<file path="config.mk">
export PLATFORM = sky130hd
export DESIGN_NAME = mem_arbiter_flat
export DESIGN_NICKNAME = d
export VERILOG_FILES = /design/src/rtl/mem_arbiter_if.sv /design/src/rtl/mem_arbiter.sv /design/src/flat_wrapper.sv
export SDC_FILE = /design/constraint.sdc
export NUM_CORES = 1
export LEC_CHECK = 0
export ABC_AREA = 1
export BUFFER_PORTS_ARGS = -buffer_cell sky130_fd_sc_hd__buf_4
export CORE_UTILIZATION = 44
export DETAILED_ROUTE_END_ITERATION = 10
export GPL_ROUTABILITY_DRIVEN = 1
export PLACE_DENSITY_LB_ADDON = 0.2
export SLEW_MARGIN = 20
export SYNTH_ARGS = -nofsm -noshare
export SYNTH_HDL_FRONTEND = slang
export SYNTH_SLANG_ARGS = --single-unit
</file>
<file path="constraint.sdc">
create_clock -name clk -period 5.9 [get_ports clk]
set_clock_uncertainty 0.1 [all_clocks]
set_input_delay 1.18 -clock clk [delete_from_list [all_inputs] [get_ports clk]]
set_output_delay 1.18 -clock clk [all_outputs]
set_load 0.05 [all_outputs]
</file>
<file path="src/rtl/mem_arbiter_if.sv">
// Bus bundle between the two requesters, the arbiter and the byte-wide memory port.
// The slave modport is the arbiter's view; master is the environment's view.
interface mem_arbiter_if;
    logic        req0, req1;
    logic        gnt0, gnt1;
    logic [31:0] addr0, addr1;
    logic [7:0]  wdata0, wdata1;
    logic        rd0, rd1;
    logic        wr0, wr1;
    logic        ready0, ready1;
    logic [7:0]  rdata;
    logic [31:0] mem_addr;
    logic [7:0]  mem_wdata;
    logic        mem_rd, mem_wr;
    logic [7:0]  mem_rdata;
    logic        mem_ready;

    modport slave (
        input  req0, req1, addr0, addr1, wdata0, wdata1, rd0, rd1, wr0, wr1,
        input  mem_rdata, mem_ready,
        output gnt0, gnt1, ready0, ready1, rdata,
        output mem_addr, mem_wdata, mem_rd, mem_wr
    );

    modport master (
        output req0, req1, addr0, addr1, wdata0, wdata1, rd0, rd1, wr0, wr1,
        output mem_rdata, mem_ready,
        input  gnt0, gnt1, ready0, ready1, rdata,
        input  mem_addr, mem_wdata, mem_rd, mem_wr
    );
endinterface

</file>
<file path="src/rtl/mem_arbiter.sv">
// Two-requester arbiter (0 = wasm loader, 1 = CPU) for a shared byte-wide memory port.
// Define MEM_ARB_ROUND_ROBIN_EN for round-robin tie-breaks; otherwise requester 0 wins ties.
module mem_arbiter #(
    parameter int unsigned MAX_HOLD = 64
) (
    input  logic         clk,
    input  logic         rst,
    mem_arbiter_if.slave bus
);
    typedef enum logic [1:0] {IDLE, OWN0, OWN1, HANDOVER} state_t;

    localparam logic [15:0] HOLD_LIMIT = 16'(MAX_HOLD);
    localparam logic        PREEMPT_EN = (MAX_HOLD != 0);

    state_t      state_q, state_d;
    logic [15:0] hold_q, hold_d;
    logic        gnt0_q, gnt0_d;
    logic        gnt1_q, gnt1_d;
`ifdef MEM_ARB_ROUND_ROBIN_EN
    logic        last_q, last_d;
`endif

    logic tie_winner;
    logic pend_any, pend_sel;
    logic owner_req, other_req, owner_busy, preempt;

    always_comb begin
`ifdef MEM_ARB_ROUND_ROBIN_EN
        tie_winner = ~last_q;
`else
        tie_winner = 1'b0;
`endif
        pend_any = bus.req0 | bus.req1;
        pend_sel = (bus.req0 & bus.req1) ? tie_winner : bus.req1;

        owner_req  = 1'b0;
        other_req  = 1'b0;
        owner_busy = 1'b0;
        if (state_q == OWN0) begin
            owner_req  = bus.req0;
            other_req  = bus.req1;
            owner_busy = bus.rd0 | bus.wr0 | bus.mem_ready;
        end else if (state_q == OWN1) begin
            owner_req  = bus.req1;
            other_req  = bus.req0;
            owner_busy = bus.rd1 | bus.wr1 | bus.mem_ready;
        end
        // A busy owner is never cut off mid-access, whatever the hold count says.
        preempt = PREEMPT_EN && (hold_q >= HOLD_LIMIT) && other_req && !owner_busy;

        state_d = state_q;
        hold_d  = hold_q;
`ifdef MEM_ARB_ROUND_ROBIN_EN
        last_d  = last_q;
`endif
        unique case (state_q)
            IDLE: begin
                if (pend_any) begin
                    state_d = pend_sel ? OWN1 : OWN0;
                end
            end
            OWN0, OWN1: begin
                if (other_req && (hold_q != 16'hFFFF)) begin
                    hold_d = hold_q + 16'd1;
                end
                if (!owner_req || preempt) begin
                    state_d = HANDOVER;
                end
            end
            HANDOVER: begin
                if (!bus.mem_ready) begin
                    if (pend_any) begin
                        state_d = pend_sel ? OWN1 : OWN0;
                    end else begin
                        state_d = IDLE;
                    end
                end
            end
            default: state_d = IDLE;
        endcase

        if ((state_d == OWN0 || state_d == OWN1) && state_d != state_q) begin
            hold_d = '0;
`ifdef MEM_ARB_ROUND_ROBIN_EN
            last_d = (state_d == OWN1);
`endif
        end

        gnt0_d = (state_d == OWN0);
        gnt1_d = (state_d == OWN1);
    end

    always_ff @(posedge clk or posedge rst) begin
        if (rst) begin
            state_q <= IDLE;
            hold_q  <= '0;
            gnt0_q  <= 1'b0;
            gnt1_q  <= 1'b0;
`ifdef MEM_ARB_ROUND_ROBIN_EN
            last_q  <= 1'b1;
`endif
        end else begin
            state_q <= state_d;
            hold_q  <= hold_d;
            gnt0_q  <= gnt0_d;
            gnt1_q  <= gnt1_d;
`ifdef MEM_ARB_ROUND_ROBIN_EN
            last_q  <= last_d;
`endif
        end
    end

    // Memory side follows the registered owner with no added latency.
    always_comb begin
        bus.gnt0      = gnt0_q;
        bus.gnt1      = gnt1_q;
        bus.ready0    = gnt0_q & bus.mem_ready;
        bus.ready1    = gnt1_q & bus.mem_ready;
        bus.rdata     = bus.mem_rdata;
        bus.mem_addr  = '0;
        bus.mem_wdata = '0;
        bus.mem_rd    = 1'b0;
        bus.mem_wr    = 1'b0;
        if (gnt0_q) begin
            bus.mem_addr  = bus.addr0;
            bus.mem_wdata = bus.wdata0;
            bus.mem_rd    = bus.rd0;
            bus.mem_wr    = bus.wr0;
        end else if (gnt1_q) begin
            bus.mem_addr  = bus.addr1;
            bus.mem_wdata = bus.wdata1;
            bus.mem_rd    = bus.rd1;
            bus.mem_wr    = bus.wr1;
        end
    end
endmodule

</file>
<file path="src/flat_wrapper.sv">
// flat-port wrapper written by rule: the top's interface ports become plain ports
module mem_arbiter_flat 
#(
    parameter int unsigned MAX_HOLD = 64
)
  (clk, rst, bus_req0, bus_req1, bus_addr0, bus_addr1, bus_wdata0, bus_wdata1, bus_rd0, bus_rd1, bus_wr0, bus_wr1, bus_mem_rdata, bus_mem_ready, bus_gnt0, bus_gnt1, bus_ready0, bus_ready1, bus_rdata, bus_mem_addr, bus_mem_wdata, bus_mem_rd, bus_mem_wr);
  mem_arbiter_if bus_i ();
  input  logic clk;
  input  logic rst;
  input wire logic [$bits(bus_i.req0)-1:0] bus_req0;
  input wire logic [$bits(bus_i.req1)-1:0] bus_req1;
  input wire logic [$bits(bus_i.addr0)-1:0] bus_addr0;
  input wire logic [$bits(bus_i.addr1)-1:0] bus_addr1;
  input wire logic [$bits(bus_i.wdata0)-1:0] bus_wdata0;
  input wire logic [$bits(bus_i.wdata1)-1:0] bus_wdata1;
  input wire logic [$bits(bus_i.rd0)-1:0] bus_rd0;
  input wire logic [$bits(bus_i.rd1)-1:0] bus_rd1;
  input wire logic [$bits(bus_i.wr0)-1:0] bus_wr0;
  input wire logic [$bits(bus_i.wr1)-1:0] bus_wr1;
  input wire logic [$bits(bus_i.mem_rdata)-1:0] bus_mem_rdata;
  input wire logic [$bits(bus_i.mem_ready)-1:0] bus_mem_ready;
  output wire logic [$bits(bus_i.gnt0)-1:0] bus_gnt0;
  output wire logic [$bits(bus_i.gnt1)-1:0] bus_gnt1;
  output wire logic [$bits(bus_i.ready0)-1:0] bus_ready0;
  output wire logic [$bits(bus_i.ready1)-1:0] bus_ready1;
  output wire logic [$bits(bus_i.rdata)-1:0] bus_rdata;
  output wire logic [$bits(bus_i.mem_addr)-1:0] bus_mem_addr;
  output wire logic [$bits(bus_i.mem_wdata)-1:0] bus_mem_wdata;
  output wire logic [$bits(bus_i.mem_rd)-1:0] bus_mem_rd;
  output wire logic [$bits(bus_i.mem_wr)-1:0] bus_mem_wr;
  assign bus_i.req0 = bus_req0;
  assign bus_i.req1 = bus_req1;
  assign bus_i.addr0 = bus_addr0;
  assign bus_i.addr1 = bus_addr1;
  assign bus_i.wdata0 = bus_wdata0;
  assign bus_i.wdata1 = bus_wdata1;
  assign bus_i.rd0 = bus_rd0;
  assign bus_i.rd1 = bus_rd1;
  assign bus_i.wr0 = bus_wr0;
  assign bus_i.wr1 = bus_wr1;
  assign bus_i.mem_rdata = bus_mem_rdata;
  assign bus_i.mem_ready = bus_mem_ready;
  assign bus_gnt0 = bus_i.gnt0;
  assign bus_gnt1 = bus_i.gnt1;
  assign bus_ready0 = bus_i.ready0;
  assign bus_ready1 = bus_i.ready1;
  assign bus_rdata = bus_i.rdata;
  assign bus_mem_addr = bus_i.mem_addr;
  assign bus_mem_wdata = bus_i.mem_wdata;
  assign bus_mem_rd = bus_i.mem_rd;
  assign bus_mem_wr = bus_i.mem_wr;
  mem_arbiter #(.MAX_HOLD(MAX_HOLD)) u_core (.clk(clk), .rst(rst), .bus(bus_i));
endmodule
</file>
# --- Yosys cells after proc, flatten, opt, wreduce, memory -nomap -nowiden ---
# Index checks and enable logic that the tools add are counted.
# Widths: inputs -> output; s select.
word_totals:
  in_bits: 97
  output_inout_bits: 54
  word_cells: 58
  reg_bits: 20
classes:
  mux: 24
  n_eq_ne: 7
  magnitude_cmp: 1
  reduce_logical: 13
  bitwise_logic: 8
  addsub: 1
ops:
  columns: ["cell", "count"]
  rows:
  - ["$mux 32", 2]
  - ["$mux 16", 3]
  - ["$add 16x1->16 const B", 1]
  - ["$ge 16x7->1 const B", 1]
  - ["$mux 8", 2]
  - ["$ne 16x16->1 const B", 1]
  - ["$mux 1", 11]
  - ["$mux 2", 5]
  - ["$eq 2x2->1 const B", 3]
  - ["$pmux 2 s3", 1]
  - ["$or 1x1->1", 5]
  - ["$eq 2x1->1 const B", 2]
  - ["$logic_and 1x1->1", 4]
  - ["$reduce_bool 2->1", 2]
  - ["$and 1x1->1", 3]
  - ["$logic_not 1->1", 2]
  - ["$logic_not 2->1", 1]
  - ["$logic_or 1x1->1", 2]
  - ["$ne 2x2->1", 1]
  - ["$reduce_and 2->1", 1]
  - ["$reduce_or 2->1", 1]

# --- Longest topological paths before layout ---
# Gate-level depths: netlist of run 1.
depth:
  word_depth: 14
  ltp_mapped: 17
  mapped_depth_nobuf: 16

# --- Worst setup path before layout of run 1 ---
# No wires, ideal clock.
synth_timing:
  path_kind: "reg-to-output"
  start: "register u_core.gnt0_q, in the netlist u_core.bus.gnt0"
  end: "output bus_mem_addr[0]"
  path_slack_ps: 2982
  n_path_buf: 2
  arrival_ps: 1638
  required_time_ps: 4620
  path_stages_with_launch: 6
  path_cell_list: "dfrtp_1 -> clkbuf_1 -> clkinv_1 -> clkbuf_1 -> nand3_1 -> nand2_1"
synth_via:
  elab_chain_len: 1
synth_rtl:
  columns: ["item", "line", "rtl"]
  rows:
  - ["start: declaration", "mem_arbiter.sv:17", "logic gnt0_q, gnt0_d;"]
  - ["start signal: assignment", "mem_arbiter.sv:105", "gnt0_q <= gnt0_d;"]
  - ["$mux 32", "mem_arbiter.sv:124", "if (gnt0_q) begin"]
  - ["end: declaration", "flat_wrapper.sv:27", "output wire logic [$bits(bus_i.mem_addr)-1:0] bus_mem_addr;"]
# Every way passes these cells.

# --- Worst setup path after layout of run 1 ---
layout_timing:
  start: "register u_core.gnt0_q, in the netlist u_core.bus.gnt0"
  end: "output bus_mem_wdata[5]"
layout_via:
  elab_chain_len: 1
layout_rtl:
  columns: ["item", "line", "rtl"]
  rows:
  - ["$mux 8", "mem_arbiter.sv:124", null]
  - ["end: declaration", "flat_wrapper.sv:28", "output wire logic [$bits(bus_i.mem_wdata)-1:0] bus_mem_wdata;"]
# Every way passes these cells.

==> metrics.yaml, run 1 <==
global_route:
  grt_max_degree: 46
  globalRoute.totalOverflow: 0
  antenna_found_initial: 0
  grt_usage: 0.2637
  first_global_vias: 2249
  grt_pass1_wl_um: 10540
finish:
  final_common_cell: "buf_4"
  syn_to_final_growth_pct: 51.92
  multi_input_area_mm2: 0.001272
  nFillCells: 382
  fin_nets: 548
  final_cell_mix: "136 x buf_4, 121 x nand2_1, 52 x nand3_1"
  seqCellArea_um2: 500.5
  layout.cells.non_filler: 494
  antenna_cells: 0
  drive_gt1_frac: 0.3778
min_path:
  hold_path_depth: 3
  hp-start: "u_core.hold_q[15]"
  hold_path.class: "reg2reg"
  whs_endpoint: "u_core.hold_q[15]"
floorplanning:
  floorplan.initialDensity: 0.4572
  die_area_mm2: 0.004797
  row_count: 24
  coreArea_mm2: 0.004354
  io_pins: 151
  dieWidth_um: 69.26
  die_h_um: 69.26
sta:
  grt_setup_unrepaired: "false"
  worst_slew_pin_slew_ns: 0.7590
  setup_viol: 0
  fmax_ghz: 0.3117
  relSlewSlack: 0.4934
  fin_crit_sh: 0.5437
  period_minus_slack_ns: 3.208
  fin_tns_setup_ns: 0
  hold_violations: 0
  slew_violations: 0
clocking:
  cts_tree: "built"
  cts-hold-fix-buffers: 0
  cts.path.max_buffers: 2
  cts_root_buffer: "clkbuf_8"
  clkTransAtPathRegs_ns: 0.08
  cts_resized: 0
  clk_latency_ns: 0.26
  cts-buffers-inserted: 3
  cts_setup_buffers: 0
  cts_sinks: 20
  htreeDepth: 1
critical_path:
  cp.depth: 5
  critPathRequiredTime_ns: 4.62
  slowest_delay_ns: 0.53
  ff2ff_path_depth: 14
  crit_type: "reg2out"
  r2r_slack_ns: 3.26
  end_kind: "primary output"
  critPathMaxFanout: 45
  path_common_cell: "buf_4"
  critPathBufInv: 3
  crit_family: "buffers and inverters"
  r2r_start: "u_core.state_q[1]"
  r2r_end: "u_core.hold_q[2]"
  critPathLaunchType: "flop"
  path_cells: "buf_4 -> inv_2 -> nand3_1 -> nand2_1 -> buf_4"
  worstPathArrival_ns: 1.93
  cp_slowest_cell: "inv_2"
synthesis:
  synth_area_mm2: 0.001991
  syn_nets: 430
  yosysUniqueCellTypes: 27
  netlist_instances: 325
  ys_seq_elements: 20
  ys_seq_area_frac: 0.2514
  yosys_warnings: 0
  syn_area_per_cell_um2: 6.125
placed_design:
  io_buffers: 134
  place_inst: 490
  hpwl_um: 4994
  gp_congestion: 0.8286
routing:
  via_per_inst: 4.929
  ant_nets: 0
  wire_per_inst_um: 12.89
  drc_errors: 0
  firstDrtPassIters: 4
  vias: 2435
  drtIter0Drc: 117
  routed_wl_um: 6369
pwr:
  total_leakage_power_nw: 1.683
  ir_worst_vdd_mv: 0.8645
  p_per_area_mw_per_mm2: 508.0
run:
  cap_violations: 0
status:
  outcome: "completed"
## power breakdown
part	internal [mW]	switching (mW)	total (mW)	leakage [nW]
Sequential	0.157	0.0178	0.175	0.272
Combinational	0.340	0.884	1.22	1.38
Clock	0.0905	0.0476	0.138	0.0357
## worst min-delay path: stages (launching register included)
cell,delay [ns]
dfrtp_1,0.36
nand2_1,0.06
nand2_1,0.07
nor2_2,0.04
## through the flow
step	power, mW	area, um^2	setup WS (ns)	hold slack (ns)	util
floorplan	1.117	1991	2.982	0.4085	-
global placement	1.392	2953	2.387	0.4253	0.6782
detailed placement	1.409	2953	2.335	0.4381	0.6782
CTS	1.546	3024	2.045	0.4490	0.6945
global route	1.634	3024	2.522	0.4733	0.6945
finish	1.536	3024	2.692	0.4518	0.6945
## routing by layer
layer / vias to the layer above / global-route usage / wire length [um]
li1: 1240 / - / -
met1: 1080 / 0.3526 / 2767
met2: 111 / 0.4434 / 3012
met3: 4 / 0.06541 / 545
met4: 0 / 0.02948 / 42
met5: - / 0 / 0
## final cells by class
class,count,area share
timing repair buffer,136,0.3376
tap,52,0.02151
inverter,25,0.03103
multi-input combinational,257,0.4208
clock inverter,1,0.009930
sequential,20,0.1655
clock buffer,3,0.01365
## worst max-delay path by stage
stage                          from                to  slack, ns
floorplan           u_core.bus.gnt0   bus_mem_addr[0]       2.98
CTS                 u_core.bus.gnt0  bus_mem_wdata[2]       2.05
finish              u_core.bus.gnt0  bus_mem_wdata[5]       2.69
global placement    u_core.bus.gnt0  bus_mem_addr[30]       2.39
detailed placement  u_core.bus.gnt0  bus_mem_wdata[2]       2.33
global route        u_core.bus.gnt0  bus_mem_wdata[2]       2.52
## state kept, by name, indices dropped and copies added (netlist names)
signal	count
u_core.bus.gnt0	1
u_core.bus.gnt1	1
u_core.hold_q	16
u_core.state_q	2
## cells by family (layout without fill, tap and decap cells)
| group | Yosys count | after routing | synth area share |
|---|---|---|---|
| AND/OR/NAND/NOR | 224 | 224 | 0.4972 |
| buffers and inverters | 48 | 165 | 0.1094 |
| flip-flops | 20 | 20 | 0.2514 |
| AO/OA/AOI/OAI | 13 | 13 | 0.03898 |
| XOR/XNOR | 12 | 12 | 0.05280 |
| adder cells (fa/ha/maj) | 8 | 8 | 0.05028 |
## synth_stat cells
library cell	count	area (um^2)
inv_2	2	7.510
dfrtp_1	20	500.5
nor2_1	24	90.09
xnor2_1	1	8.760
o21bai_1	1	7.510
nand3_2	1	10.01
o211ai_1	1	7.510
xor2_1	11	96.34
nand2_1	121	454.2
nor3_1	3	15.01
clkbuf_1	13	48.80
inv_1	22	82.58
buf_4	8	60.06
nor2_4	2	22.52
nor3b_2	1	12.51
a21boi_0	1	7.510
buf_1	1	3.750
nand2_2	7	43.79
o21ai_0	4	20.02
a21o_1	1	7.510
nor2_2	13	81.33
a21oi_1	4	20.02
nand3_1	52	260.3
buf_6	1	11.26
clkinv_1	1	3.750
ha_1	8	100.1
a211oi_1	1	7.510
Note: power is estimated with default switching activity, not from simulation.
==> run 2: changes to the inputs <==
CORE_UTILIZATION = 41   (was 44)
clock period = 3.02 ns   (was 5.9 ns; I/O delays follow)
==> run 2 against run 1 <==
Compared with the run above:
- sequential power increased by 96%
- global-route usage decreased by 1.9 points
- clock power increased by 27%
- combinational power is 97% higher
- worst hold slack lost 0.087 ns
- sequential share of layout area grew 0.17 points
- wire length rose by 2.6%
- largest cell class unchanged
- critical path depth is 1 lower
- design area is 0.99% lower
==> metrics.yaml, run 2 (synthesis gave the netlist of run 1 again) <==
floorplanning:
  io_pins: 151  # unchanged
  dieWidth_um: 71.68  # +3.5%
  die_h_um: 71.68  # +3.5%
  floorplan.initialDensity: 0.4419  # -0.01524
  coreArea_mm2: 0.004504  # +3.4%
  row_count: 24  # unchanged
  die_area_mm2: 0.005138  # +7.1%
finish:
  largest_register: "u_core.hold_q"
  seqCellArea_um2: 500.5  # unchanged
  drive_gt1_frac: 0.3741  # -0.003678
  top_regs: "u_core.hold_q x16, u_core.state_q x2"
  fin_nets: 548  # unchanged
  nFillCells: 420  # +9.9%
  antenna_cells: 0  # unchanged
  syn_to_final_growth_pct: 50.41
  multi_input_area_mm2: 0.001272  # unchanged
  final_common_cell: "buf_4"
  largest_reg_flops: 16  # unchanged
  final_cell_mix: "136 x buf_4, 121 x nand2_1, 52 x nand3_1"
sta:
  period_minus_slack_ns: 2.763
  setup_viol: 0  # unchanged
  setup_ws_ns: 0.2573  # -2.435 ns
  grt_setup_unrepaired: "false"
  worst_slew_pin_slew_ns: 1.053  # +0.2943 ns
  hold_violations: 0  # unchanged
  fin_tns_setup_ns: 0  # unchanged
  fin_crit_sh: 0.9148
  slew_violations: 0  # unchanged
  fmax_ghz: 0.3620
  relSlewSlack: 0.2934  # -0.2000
routing:
  wire_per_inst_um: 13.25  # +2.8%
  via_per_inst: 4.890  # -0.78%
  routed_wl_um: 6532  # +2.6%
  drc_errors: 0  # unchanged
  ant_nets: 0  # unchanged
  drtIter0Drc: 81  # -31%
  firstDrtPassIters: 4  # unchanged
  vias: 2411  # -0.99%
clocking:
  cts.path.max_buffers: 2  # unchanged
  cts_tree: "built"
  htreeDepth: 1  # unchanged
  cts_resized: 0  # unchanged
  cts_root_buffer: "clkbuf_8"
  cts-buffers-inserted: 3  # unchanged
  cts_setup_buffers: 0  # unchanged
  cts_sinks: 20  # unchanged
  clkTransAtPathRegs_ns: 0.07  # about the same
  clk_latency_ns: 0.26  # about the same
  cts-hold-fix-buffers: 0  # unchanged
global_route:
  grt_max_degree: 45  # -2.2%
  grt_pass1_wl_um: 9936  # -5.7%
  globalRoute.totalOverflow: 0  # unchanged
  grt_usage: 0.2452  # -0.01857
  antenna_found_initial: 0  # unchanged
  first_global_vias: 2118  # -5.8%
critical_path:
  worstPathArrival_ns: 2.06  # +0.13 ns
  crit_family: "buffers and inverters"
  critPathBufInv: 2  # -1
  cp_slowest_cell: "clkinv_1"
  critPathLaunchType: "flop"
  slowest_delay_ns: 0.82  # +0.29 ns
  end_kind: "primary output"
  path_cells: "clkinv_1 -> nand3_1 -> nand2_1 -> buf_4"
  crit_type: "reg2out"
  critPathMaxFanout: 42  # -6.7%
  critPathRequiredTime_ns: 2.32  # -2.30 ns
placed_design:
  gp_congestion: 0.9220  # +11%
  io_buffers: 134  # unchanged
  hpwl_um: 5144  # +3.0%
  place_ws_ns: 0.4123  # -1.922 ns
pwr:
  netSwitchingPower_mw: 1.859  # +96%
  power.internal_mw: 1.063  # +81%
  pwr-share-comb: 0.823  # +0.027
  ir_worst_vdd_mv: 1.443  # +67%
  p_sw_frac: 0.6361  # +0.01838
  clock_power_share: 0.060  # -0.030
  p_per_area_mw_per_mm2: 976.0  # +92%
  power_frac_seq: 0.117  # +0.003
  total_leakage_power_nw: 1.667  # -0.93%
status:
  outcome: "completed"
run:
  cap_violations: 0  # unchanged
min_path:
  hold_path.class: "in2async"
run 2: area by class of cell:
cell class / count / area share
Multi-Input combinational cell: 257 / 0.4250
Timing Repair Buffer: 136 / 0.3410
Sequential cell: 20 / 0.1672
Inverter: 25 / 0.03134
Tap cell: 52 / 0.02173
Clock buffer: 3 / 0.01379
run 2: power by group through the flow:
stage	Clock (mW)	Sequential, mW	Combinational [mW]
floorplan	0	0.376	1.81
global placement	0	0.345	2.39
detailed placement	0	0.347	2.41
CTS	0.179	0.342	2.42
global route	0.190	0.347	2.58
finish	0.175	0.343	2.40
run 2: path summary, 6_finish.rpt:
path                              startpoint                end  slack (ns)  depth (start not counted)
min reg2reg                u_core.hold_q[15]  u_core.hold_q[15]        0.45                          3
max in group asynchronous                rst   u_core.hold_q[8]        1.98                          2
min                                      rst  u_core.hold_q[14]        0.37                          2
max                          u_core.bus.gnt0    bus_mem_addr[0]        0.26                          4
max reg2reg                u_core.state_q[1]   u_core.hold_q[0]        0.41                         15
min in group clk           u_core.hold_q[15]  u_core.hold_q[15]        0.45                          3
run 2: metrics by stage:
step	util	power [mW]	hold WS [ns]	area (um^2)	cells
global route	0.6647	3.113	0.4270	2994	493
global placement	0.6556	2.733	0.4261	2953	490
detailed placement	0.6556	2.761	0.4401	2953	490
finish	0.6647	2.922	0.3653	2994	493
floorplan	-	2.183	0.4085	1991	325
CTS	0.6647	2.941	0.4043	2994	493
run 2: layer usage:
| metal | global-route usage | routed length, um | up-vias |
|---|---|---|---|
| met1 | 0.3429 | 2952 | 1075 |
| met2 | 0.3910 | 3001 | 92 |
| met4 | 0.03922 | 38 | 0 |
| met5 | 0 | 0 | - |
| met3 | 0.05907 | 541 | 4 |
| li1 | - | - | 1240 |
run 2: worst register-to-register path: stages, from the launching register on:
cell	delay, ns
dfrtp_1	0.44
inv_1	0.18
ha_1	0.24
nand2_1	0.08
inv_1	0.05
nand2_1	0.04
a21oi_1	0.13
nand2_1	0.08
nand3_1	0.07
nand2_1	0.06
nand2_2	0.07
nand2_2	0.06
inv_1	0.08
ha_1	0.25
nor2_4	0.44
nor2_1	0.10
==> run 3: changes to the inputs <==
MAX_ROUTING_LAYER = met4   (was default)
==> run 3 against run 2 <==
Compared with the run above:
- non-clock buffer count unchanged
- maximum frequency down 0.25%
- wire length about the same
- sequential power about the same
- combinational power about the same
- clock power about the same
- worst hold slack better by 0.0020 ns
- final cell count unchanged
- design area unchanged
- via count up 0.12%
- sequential share of layout area unchanged
- global-route usage up 0.71 points
- largest power group unchanged
==> metrics.yaml, run 3 (synthesis gave the netlist of run 1 again) <==
pwr:
  ir_worst_vdd_mv: 1.441  # -0.15%
  p_per_area_mw_per_mm2: 975.7  # about the same
  total_leakage_power_nw: 1.667  # unchanged
  power_mw: 2.921  # about the same
sta:
  fmax_ghz: 0.3611  # -0.25%
  setup_ws_ns: 0.2503  # -0.006947 ns
  worst_slew_pin_slew_ns: 1.064  # +0.01016 ns
  relSlewSlack: 0.2866  # -0.006818
  slew_violations: 0  # unchanged
  setup_viol: 0  # unchanged
  fin_crit_sh: 0.9171  # +0.002300
  hold_violations: 0  # unchanged
  grt_setup_unrepaired: "false"
  fin_tns_setup_ns: 0  # unchanged
  period_minus_slack_ns: 2.770  # +0.006947 ns
critical_path:
  cp_slowest_cell: "clkinv_1"
  crit_family: "buffers and inverters"
  r2r_start: "u_core.state_q[1]"
  worstPathArrival_ns: 2.07  # about the same
  endpoint: "bus_mem_addr[0]"
  critPathBufInv: 2  # unchanged
  critPathMaxFanout: 42  # unchanged
  end_kind: "primary output"
  cp.depth: 4  # unchanged
  r2r_end: "u_core.hold_q[0]"
  critPathLaunchType: "flop"
  r2r_slack_ns: 0.41  # about the same
  critPathRequiredTime_ns: 2.32  # about the same
  crit_start: "u_core.bus.gnt0"
  crit_type: "reg2out"
  ff2ff_path_depth: 14  # -1
  slowest_delay_ns: 0.82  # about the same
  path_cells: "clkinv_1 -> nand3_1 -> nand2_1 -> buf_4"
clocking:
  cts_root_buffer: "clkbuf_8"
  clkTransAtPathRegs_ns: 0.07  # about the same
  cts_setup_buffers: 0  # unchanged
  cts-buffers-inserted: 3  # unchanged
  cts_sinks: 20  # unchanged
  cts_resized: 0  # unchanged
  cts.path.max_buffers: 2  # unchanged
  htreeDepth: 1  # unchanged
  clk_latency_ns: 0.26  # about the same
  cts-hold-fix-buffers: 0  # unchanged
  cts_tree: "built"
placed_design:
  hpwl_um: 5144  # unchanged
  gp_congestion: 0.9383  # +1.8%
  place_ws_ns: 0.4123  # unchanged
  placed_cell_area_mm2: 0.002953  # unchanged
  io_buffers: 134  # unchanged
min_path:
  hold_path.class: "in2async"
finish:
  fin_nets: 548  # unchanged
  syn_to_final_growth_pct: 50.41  # unchanged
  largest_register: "u_core.hold_q"
  utilization: 0.6647  # unchanged
  antenna_cells: 0  # unchanged
  fin_area_mm2: 0.002994  # unchanged
  top_regs: "u_core.hold_q x16, u_core.state_q x2"
  largest_reg_flops: 16  # unchanged
  final_common_cell: "buf_4"
  drive_gt1_frac: 0.3741  # unchanged
  final_cell_mix: "136 x buf_4, 121 x nand2_1, 52 x nand3_1"
floorplanning:
  die_area_mm2: 0.005138  # unchanged
  row_count: 24  # unchanged
  die_h_um: 71.68  # unchanged
  coreArea_mm2: 0.004504  # unchanged
  floorplan.initialDensity: 0.4419  # unchanged
  dieWidth_um: 71.68  # unchanged
  io_pins: 151  # unchanged
routing:
  vias: 2414  # +0.12%
  wire_per_inst_um: 13.24  # about the same
  via_per_inst: 4.897  # +0.12%
  drc_errors: 0  # unchanged
  firstDrtPassIters: 6  # +2
  ant_nets: 0  # unchanged
  drtIter0Drc: 78  # -3.7%
  routed_wl_um: 6529  # about the same
global_route:
  antenna_found_initial: 0  # unchanged
  grt_max_degree: 45  # unchanged
  grt_usage: 0.2523  # +0.007117
  globalRoute.totalOverflow: 0  # unchanged
  grt_pass1_wl_um: 9936  # unchanged
  first_global_vias: 2118  # unchanged
run:
  cap_violations: 0  # unchanged
status:
  outcome: "completed"
==> run 3: layout make-up <==
| cell class | count | area [um^2] |
|---|---|---|
| Fill cell | 420 | 1510 |
| Inverter | 25 | 93.84 |
| Multi-Input combinational cell | 257 | 1272 |
| Sequential cell | 20 | 500.5 |
| Tap cell | 52 | 65.06 |
| Clock buffer | 3 | 41.29 |
| Timing Repair Buffer | 136 | 1021 |
==> run 3: worst min path at each step <==
stage                                  from                end  slack [ns]  cells past startpoint
after global placement    u_core.hold_q[15]  u_core.hold_q[15]        0.43                      3
after floorplan           u_core.hold_q[15]  u_core.hold_q[15]        0.41                      3
final                                   rst  u_core.hold_q[14]        0.37                      2
after global routing                    rst   u_core.hold_q[3]        0.43                      2
after detailed placement  u_core.hold_q[15]  u_core.hold_q[15]        0.44                      3
after CTS                               rst   u_core.hold_q[3]        0.40                      2
==> run 3: per-stage QoR <==
step	hold slack, ns	cells
6_report	0.3673	493
5_1_grt	0.4270	493
4_1_cts	0.4043	493
3_5_place_dp	0.4401	490
3_3_place_gp	0.4261	490
2_1_floorplan	0.4085	325
==> run 3: power by group <==
group	switching, mW	internal [mW]	total [mW]
clock network	0.0855	0.0890	0.175
registers	0.0353	0.307	0.343
logic	1.74	0.667	2.40
total	1.86	1.06	2.92
==> run 3: worst reg2reg max path: stages, from the launching register on <==
cell and delay [ns]:
dfrtp_1 0.43, inv_1 0.14, ha_1 0.24, nor2_1 0.16, nand2_1 0.07, a21oi_1 0.12
nand2_1 0.08, nand3_1 0.07, nand2_1 0.06, nand2_2 0.07, nand2_2 0.06, inv_1 0.08
ha_1 0.25, nor2_4 0.44, nor2_1 0.09
==> run 3: routing by layer <==
metal  GRT usage  part of all wire
met2      0.3920              0.46
met4     0.03922            0.0058
met3     0.06470             0.086
met1      0.3377              0.45
met5           -                 0
